### src/rtl/jtframe_db15_rx_if.sv
// Bundle between the DB15 receiver and the adaptor / joystick mux: serial pins
// toward the adaptor, decoded button words and frame strobe toward the mux.
interface jtframe_db15_rx_if #(
  parameter int NBITS = 16
);
  logic             JOY_DATA;
  logic             JOY_CLK;
  logic             JOY_LOAD;
  logic [NBITS-1:0] joystick1;
  logic [NBITS-1:0] joystick2;
  logic             frame_done;
  logic [1:0]       state_dbg;

  // Handshake: there is no back-pressure. frame_done is a one-cycle strobe that
  // acts as 'valid' for joystick1/2; the words are held stable between strobes,
  // so a consumer may sample them on any cycle (ready is implicitly always 1).
  modport master (
    input  JOY_DATA,
    output JOY_CLK, JOY_LOAD, joystick1, joystick2, frame_done, state_dbg
  );
  modport slave (
    output JOY_DATA,
    input  JOY_CLK, JOY_LOAD, joystick1, joystick2, frame_done, state_dbg
  );
endinterface

### src/rtl/jtframe_db15_rx.sv
// DB15 adaptor serial receiver: periodically parallel-loads the adaptor chain,
// clocks out 2*NBITS bits and publishes two active-high button words.
module jtframe_db15_rx #(
  parameter int CLKDIV = 8,
  parameter int PERIOD = 48000,
  parameter int NBITS  = 16
) (
  input  logic               clk,
  input  logic               rst,
  jtframe_db15_rx_if.master  joy
);
  localparam int FB = 2 * NBITS;
  localparam int TW = (PERIOD > 1) ? $clog2(PERIOD) : 1;
  localparam int DW = (CLKDIV > 1) ? $clog2(CLKDIV) : 1;
  localparam int BW = $clog2(FB) + 1;
  localparam logic [TW-1:0] TMAX = TW'(PERIOD - 1);
  localparam logic [DW-1:0] DMAX = DW'(CLKDIV - 1);
  localparam logic [BW-1:0] BMAX = BW'(FB - 1);

  typedef enum logic [1:0] {IDLE, LOAD, SHIFT, DONE} state_t;

  state_t           state_q, state_d;
  logic [TW-1:0]    timer_q, timer_d;
  logic [DW-1:0]    div_q, div_d;
  logic             phase_q, phase_d;   // 0: JOY_CLK low phase, 1: high phase
  logic [BW-1:0]    bit_q, bit_d;
  logic [FB-1:0]    shift_q, shift_d;
  logic [1:0]       sync_q, sync_d;
  logic             joy_clk_q, joy_clk_d;
  logic             joy_load_q, joy_load_d;
  logic [NBITS-1:0] j1_q, j1_d;
  logic [NBITS-1:0] j2_q, j2_d;
  logic             done_q, done_d;
  logic             expired;

  assign expired = (timer_q == TMAX);

  always_comb begin
    state_d = state_q;
    timer_d = timer_q;
    div_d   = div_q;
    phase_d = phase_q;
    bit_d   = bit_q;
    shift_d = shift_q;
    j1_d    = j1_q;
    j2_d    = j2_q;
    sync_d  = {sync_q[0], joy.JOY_DATA};

    case (state_q)
      IDLE: begin
        if (expired) begin
          state_d = LOAD;
          div_d   = '0;
        end
      end
      LOAD: begin
        if (div_q == DMAX) begin
          state_d = SHIFT;
          div_d   = '0;
          phase_d = 1'b0;
          bit_d   = '0;
        end else begin
          div_d = div_q + 1'b1;
        end
      end
      SHIFT: begin
        if (div_q != DMAX) begin
          div_d = div_q + 1'b1;
        end else begin
          div_d = '0;
          if (!phase_q) begin
            // Last low-phase cycle: the adaptor has had the whole phase to settle.
            shift_d[bit_q[BW-2:0]] = sync_q[1];
            phase_d = 1'b1;
          end else begin
            phase_d = 1'b0;
            if (bit_q == BMAX) state_d = DONE;
            else               bit_d   = bit_q + 1'b1;
          end
        end
      end
      DONE: begin
        state_d = IDLE;
      end
      default: state_d = IDLE;
    endcase

    // Words are published together with the frame_done strobe.
    if (state_d == DONE) begin
      j1_d = ~shift_q[NBITS-1:0];
      j2_d = ~shift_q[FB-1:NBITS];
    end

    if (state_d == LOAD && state_q != LOAD) timer_d = '0;
    else if (!expired)                      timer_d = timer_q + 1'b1;

    joy_clk_d  = !(state_d == SHIFT && !phase_d);
    joy_load_d = (state_d != LOAD);
    done_d     = (state_d == DONE);
  end

  always_ff @(posedge clk) begin
    if (rst) begin
      state_q    <= IDLE;
      timer_q    <= TMAX;
      div_q      <= '0;
      phase_q    <= 1'b0;
      bit_q      <= '0;
      shift_q    <= '0;
      sync_q     <= 2'b11;
      joy_clk_q  <= 1'b1;
      joy_load_q <= 1'b1;
      j1_q       <= '0;
      j2_q       <= '0;
      done_q     <= 1'b0;
    end else begin
      state_q    <= state_d;
      timer_q    <= timer_d;
      div_q      <= div_d;
      phase_q    <= phase_d;
      bit_q      <= bit_d;
      shift_q    <= shift_d;
      sync_q     <= sync_d;
      joy_clk_q  <= joy_clk_d;
      joy_load_q <= joy_load_d;
      j1_q       <= j1_d;
      j2_q       <= j2_d;
      done_q     <= done_d;
    end
  end

  assign joy.JOY_CLK    = joy_clk_q;
  assign joy.JOY_LOAD   = joy_load_q;
  assign joy.joystick1  = j1_q;
  assign joy.joystick2  = j2_q;
  assign joy.frame_done = done_q;
  assign joy.state_dbg  = state_q;

endmodule
### src/flat_wrapper.sv
// flat-port wrapper written by rule: the top's interface ports become plain ports
module jtframe_db15_rx_flat 
#(
  parameter int CLKDIV = 8,
  parameter int PERIOD = 48000,
  parameter int NBITS  = 16
)
  (clk, rst, joy_JOY_DATA, joy_JOY_CLK, joy_JOY_LOAD, joy_joystick1, joy_joystick2, joy_frame_done, joy_state_dbg);
  jtframe_db15_rx_if #(.NBITS(NBITS)) joy_i ();
  input  logic clk;
  input  logic rst;
  input wire logic [$bits(joy_i.JOY_DATA)-1:0] joy_JOY_DATA;
  output wire logic [$bits(joy_i.JOY_CLK)-1:0] joy_JOY_CLK;
  output wire logic [$bits(joy_i.JOY_LOAD)-1:0] joy_JOY_LOAD;
  output wire logic [$bits(joy_i.joystick1)-1:0] joy_joystick1;
  output wire logic [$bits(joy_i.joystick2)-1:0] joy_joystick2;
  output wire logic [$bits(joy_i.frame_done)-1:0] joy_frame_done;
  output wire logic [$bits(joy_i.state_dbg)-1:0] joy_state_dbg;
  assign joy_i.JOY_DATA = joy_JOY_DATA;
  assign joy_JOY_CLK = joy_i.JOY_CLK;
  assign joy_JOY_LOAD = joy_i.JOY_LOAD;
  assign joy_joystick1 = joy_i.joystick1;
  assign joy_joystick2 = joy_i.joystick2;
  assign joy_frame_done = joy_i.frame_done;
  assign joy_state_dbg = joy_i.state_dbg;
  jtframe_db15_rx #(.CLKDIV(CLKDIV), .PERIOD(PERIOD), .NBITS(NBITS)) u_core (.clk(clk), .rst(rst), .joy(joy_i));
endmodule
### config.mk
export PLATFORM = sky130hd
export DESIGN_NAME = jtframe_db15_rx_flat
export DESIGN_NICKNAME = d
export VERILOG_FILES = /design/src/rtl/jtframe_db15_rx_if.sv /design/src/rtl/jtframe_db15_rx.sv /design/src/flat_wrapper.sv
export SDC_FILE = /design/constraint.sdc
export NUM_CORES = 1
export LEC_CHECK = 0
export BUFFER_PORTS_ARGS = -buffer_cell sky130_fd_sc_hd__buf_2
export CORE_UTILIZATION = 53
export CTS_CLUSTER_DIAMETER = 40
export CTS_CLUSTER_SIZE = 30
export DETAILED_ROUTE_END_ITERATION = 6
export PLACE_DENSITY = 0.73
export SLEW_MARGIN = 20
export SYNTH_ARGS = -nofsm -noshare
export SYNTH_HDL_FRONTEND = slang
export SYNTH_SLANG_ARGS = --single-unit
### constraint.sdc
create_clock -name clk -period 2.11 [get_ports clk]
set_clock_uncertainty 0.2 [all_clocks]
set_input_delay 0.1055 -clock clk [delete_from_list [all_inputs] [get_ports clk]]
set_output_delay 0.1055 -clock clk [all_outputs]
set_load 0.02 [all_outputs]
Word level (Yosys, flattened, before mapping)
Index checks and enable logic that the tools add are counted.
{ "totals": {"input_bits": 3, "output_inout_bits": 37, "word_cells": 76, "ff_bits": 97} }
{ "classes": {"magnitude_cmp": 2, "n_reduce_logical": 12, "n_addsub": 3, "n_mux": 24, "eq_ne": 18, "bitwise_logic": 4} }
{ "op_table": {"columns": ["op", "count"], "rows": [
  ["bitwise mux 32 bit", 1],
  ["2-to-1 mux 16 bit", 2],
  ["inverter 16 bit", 2],
  ["2-to-1 mux 6 bit", 4],
  ["adder 16 x 1 -> 16 bit, second input constant", 1],
  ["== test 16 bit, second input constant", 1],
  ["case mux 6 bit (2 select lines)", 1],
  ["2-to-1 mux 2 bit", 5],
  ["inequality test 2 x 1 -> 1 bit, second input constant", 5],
  ["2-to-1 mux 3 bit", 3],
  ["case mux 3 bit (3 select lines)", 1],
  ["== test 2 bit, second input constant", 4],
  ["case mux 2 bit (4 select lines)", 1],
  ["adder 6 x 1 -> 6 bit, second input constant", 1],
  ["== test 6 x 5 -> 1 bit, second input constant", 1],
  ["less-than comparator 5 x 6 -> 1 bit, second input constant", 1],
  ["inequality test 2 bit, second input constant", 3],
  ["demux 1 bit (select 5 bit)", 1],
  [">= comparator 5 x 1 -> 1 bit, second input constant", 1],
  ["AND reduction 5 bit", 1],
  ["== test 2 x 1 -> 1 bit, second input constant", 2],
  ["2-to-1 mux 1 bit", 4],
  ["adder 3 x 1 -> 3 bit, second input constant", 1],
  ["== test 3 bit, second input constant", 1],
  ["other kinds (11)", 15]
]} }

Logic depth before layout (Yosys ltp)
{ "depth": {"depth_word": 8, "mapped_depth": 10} }

Worst setup path after synthesis
No wires, ideal clock.
{ "synth_timing": {"path_type": "flip-flop to flip-flop", "startpoint": "reg u_core.state_q[0] (netlist: u_core.joy.state_dbg[0])", "endpoint": "reg u_core.j2_q[4] (netlist: u_core.joy.joystick2[4])", "setup_time_ps": 134, "arrival_time_ps": 2035, "slack_ps": -258, "path_stages_with_launch": 10, "path_buffers": 2, "path_cell_list": "dfxtp_1 > inv_1 > ha_1 > o21ba_2 > o32ai_1 > a31o_2 > buf_4 > buf_2 > o211ai_1 > o41ai_1"} }
{ "synth_via": {"elab_chain_cells": 5, "word_cells_on_any_way": 11, "cone_classes": "eq/ne: 4; mux: 6; reduce/logical: 1"} }
{ "synth_rtl": {"columns": ["element", "line", "source"], "rows": [
  ["start: declaration", "jtframe_db15_rx.sv:22", "state_t state_q, state_d;"],
  ["start signal: assignment", "jtframe_db15_rx.sv:117", "state_q <= state_d;"],
  ["2-to-1 mux 2 bit", "jtframe_db15_rx.sv:77", "if (bit_q == BMAX) state_d = DONE;"],
  ["2-to-1 mux 2 bit", "jtframe_db15_rx.sv:71", "if (!phase_q) begin"],
  ["2-to-1 mux 2 bit", "jtframe_db15_rx.sv:67", "if (div_q != DMAX) begin"],
  ["case mux 2 bit (4 select lines) *", "jtframe_db15_rx.sv:49", "case (state_q)"],
  ["== test 2 bit *", "jtframe_db15_rx.sv:89", "if (state_d == DONE) begin"],
  ["end signal: assignment", "jtframe_db15_rx.sv:127", "j2_q <= j2_d;"],
  ["end: declaration", "jtframe_db15_rx.sv:32", "logic [NBITS-1:0] j2_q, j2_d;"]
]} }
Every way passes the cells marked *; elsewhere a longest branch is shown, timed or not.
A chain may end at the register's enable or synchronous reset.

Worst setup path after layout
{ "layout_timing": {"startpoint": "reg u_core.timer_q[7]", "endpoint": "reg u_core.timer_q[5]"} }
{ "layout_via": {"elab_chain_cells": 6, "word_cells_on_any_way": 7, "cone_classes": "eq/ne: 3; mux: 3; reduce/logical: 1"} }
{ "layout_rtl": {"columns": ["element", "line", "source"], "rows": [
  ["start: declaration", "jtframe_db15_rx.sv:23", "logic [TW-1:0] timer_q, timer_d;"],
  ["start signal: assignment", "jtframe_db15_rx.sv:118", "timer_q <= timer_d;"],
  ["== test 16 bit *", "jtframe_db15_rx.sv:36", "assign expired = (timer_q == TMAX);"],
  ["2-to-1 mux 2 bit", "jtframe_db15_rx.sv:51", "if (expired) begin"],
  ["case mux 2 bit (4 select lines)", "jtframe_db15_rx.sv:49", null],
  ["== test 2 x 1 -> 1 bit", "jtframe_db15_rx.sv:94", "if (state_d == LOAD && state_q != LOAD) timer_d = '0;"],
  ["logical AND 1 bit", "jtframe_db15_rx.sv:94", null],
  ["inequality test 2 bit (no line) or 2-to-1 mux 16 bit (tied branches)", null, null]
]} }
Marks and branches as above.

==> results.cfg <==
[status]
outcome = finished, violations left
failed_checks = negative setup slack

[critical_path]
cp_max_fo = 16
cp-start-kind = flip-flop
worstSetupPathType = flip-flop to flip-flop
cp-end-kind = flip-flop
required_ns = 2.13
worstPathArrival_ns = 2.18

[worst_hold_path]
hp-class = input pin to flip-flop

[global_routing]
grt_max_degree = 82
grt_pass1_vias = 3513
grt_pass1_wl_mm = 16.4
grt_usage_pct = 23.5
antenna_found_initial = 0
gr-total-overflow = 0

[logic_synthesis]
yosysSeqAreaShare_pct = 43.2
synthCells = 496
avgSynthCellArea_um2 = 9.06
syn_area_um2 = 4490
synth_flop_cell = dfxtp_1
synth-edff-count = 0
async_flop_share_pct = 0
syn-num-nets = 512
ys_warn_count = 0
synth_cell_types = 47
ys_ff_latch = 97

[placement]
port_buffers = 39
dp_hpwl_mm = 6.63
routabilityCongestion = 0.831

[clock_tree]
cts-root-buf = clkbuf_8
cts_buffer_depth = 2
cts_buffers = 9
clock_latency_ns = 0.35
h-tree-depth = 3
path_clk_slew_ns = 0.09
clock_sinks = 97
cts_tree = yes

[sta]
timing.final.crit_share_pct = 103
rsz0062_at_grt = yes
finalMaxSlewViolations = 0
setup_violations = 30
layout_setup_ws_ns = -0.0553
fin_crit_ns = 2.17
tightest_slew_ns = 0.487
fin_setup_tns_ns = -0.723
slew_headroom_pct = 67.5
timing.fmax_mhz = 462
hold_viol = 0

[final_layout]
drive_above_1_share_pct = 28.6
fin_util_pct = 67.1
area_delta_synth_final_pct = 22.7
n_antenna_cell = 0
fin_nets = 574

[floorplanning]
die_area_um2 = 8850
fp-row-count = 33
initial_utilization_pct = 54.7
die_height_um = 94.1
ios = 40
die_x_um = 94.1
core_um2 = 8220

[detailed_routing]
drt_iter0_drc = 141
final_antenna_net_count = 0
viasPerCell = 5.77
routed_wl_mm = 10.3
num_vias = 3852
post_drt_wl_per_cell_um = 15.4
drc = 0
drtPass1Iterations = 4

[power_and_ir_drop]
totalPowerFinal_w = 0.00526
power_density_nw_per_um2 = 954
leakage_nw = 2.21
vdd_ir_drop_max_mv = 0.592

[flow_run]
drv_cap = 0
[layout by cell type, fill, tap and decap left out, types with 4 or more instances in the layout]
cell type,netlist,final
inv_1,13,12
nand2_1,64,64
dfxtp_1,97,94
a311oi_1,4,4
xnor2_1,11,11
o211ai_1,7,7
buf_4,2,38
buf_12,0,11
nor2_1,32,32
o41ai_1,27,23
buf_2,5,39
nand3_1,34,34
o41ai_2,5,9
nand3b_1,5,5
ha_1,13,8
o21ai_1,8,9
mux2i_1,9,9
and3_1,8,7
nor3_1,11,10
o211ai_2,25,25
a21oi_1,35,35
o21ai_0,13,12
clkbuf_8,0,9
[repair_timing]
action                                  CTS  global route
gates resized for setup                   9             7
endpoints found under the setup margin   46            56
gates cloned                              0             2
pin swaps                                 0             3
hold buffers                              1             0
setup buffers                             1             2
endpoints found under the hold margin     1             0
[Yosys cell counts (all sizes together), types with 3 or more instances]
library cell / n / area (µm²)
nand3: 34 / 170
mux2i: 9 / 90.1
clkbuf: 30 / 113
a21oi: 35 / 175
nor3b: 4 / 41.3
or2: 3 / 18.8
inv: 14 / 52.6
nand2: 64 / 240
nor3: 11 / 55.1
and3: 8 / 50.1
nor2: 32 / 120
o211ai: 32 / 365
o41ai: 32 / 318
o21ai: 21 / 105
buf: 11 / 77.6
a311oi: 4 / 35.0
nand3b: 5 / 37.5
ha: 13 / 163
dfxtp: 97 / 1940
xnor2: 11 / 96.3
[sequential cells by signal, indices dropped and copies added, names as in the netlist]
name / flops
u_core.shift_q: 32
u_core.joy.joystick1: 16
u_core.joy.joystick2: 16
u_core.timer_q: 16
u_core.bit_q: 6
u_core.div_q: 3
u_core.joy.state_dbg: 2
u_core.sync_q: 2
u_core.joy.JOY_CLK: 1
u_core.joy.JOY_LOAD: 1
u_core.joy.frame_done: 1
u_core.phase_q: 1
[power by group]
group	internal [W]	total (W)	switching (W)
combinational	0.000771	0.00197	0.00120
clock	0.000568	0.00125	0.000678
sequential	0.00196	0.00205	0.0000828
total	0.00330	0.00526	0.00196
[cell families after synthesis]
group | Yosys count | synth area share, %
AO/OA/AOI/OAI | 138 | 24.9
XOR/XNOR | 13 | 2.53
adder cells (fa/ha/maj) | 13 | 3.62
buffers and inverters | 55 | 5.40
flip-flops | 97 | 43.2
multiplexers | 9 | 2.01
AND/OR/NAND/NOR | 171 | 18.3
[layout make-up]
cell class              count  area (µm²)
inverters                  14        52.6
multi-input cells         344        2390
fillers                   637        2700
repair buffers             92         788
well taps                 105         131
flip-flops and latches     97        1950
clock buffers              10         128
clock inverters             6        75.1
[critical path, cell delays in order (launching register included)]
cell and delay, ns:
dfxtp_1 0.32, or4b_4 0.56, nor3_1 0.19, a31o_2 0.24, nor3b_4 0.26, buf_12 0.17
o21ai_0 0.09
[final timing paths]
| path | startpoint | to | slack, ns | cells after the start |
|---|---|---|---|---|
| worst max-delay path | u_core.timer_q[7]$_SDFFE_PP0N_ | u_core.timer_q[5]$_SDFFE_PP1P_ | -0.06 | 6 |
| worst min-delay path | rst | u_core.timer_q[2]$_SDFFE_PP1P_ | 0.01 | 3 |
| worst max register to register | u_core.timer_q[7]$_SDFFE_PP0N_ | u_core.timer_q[5]$_SDFFE_PP1P_ | -0.06 | 6 |
| worst min register to register | u_core.sync_q[0]$_SDFF_PP1_ | u_core.sync_q[1]$_SDFF_PP1_ | 0.23 | 1 |
[routing by layer]
metal,vias up,global-route usage (%),share of wire [%]
met5,-,0,0
met4,0,8.97,1.9
met3,17,4.05,2.9
met2,75,38.4,49
met1,1830,30.9,46
li1,1930,-,-
[through the flow]
stage                     area, µm²  hold WS (ns)  setup WS, ns  cells
after floorplan                4530       0.00931       -0.0227    496
after global placement         5160        0.0920       -0.0258    646
after detailed placement       5160        0.0964        -0.101    646
after CTS                      5430        0.0119       -0.0493    664
after global routing           5510        0.0519        -0.160    668
final                          5510        0.0149       -0.0553    668
No activity file was read; power rests on OpenSTA's default activity.
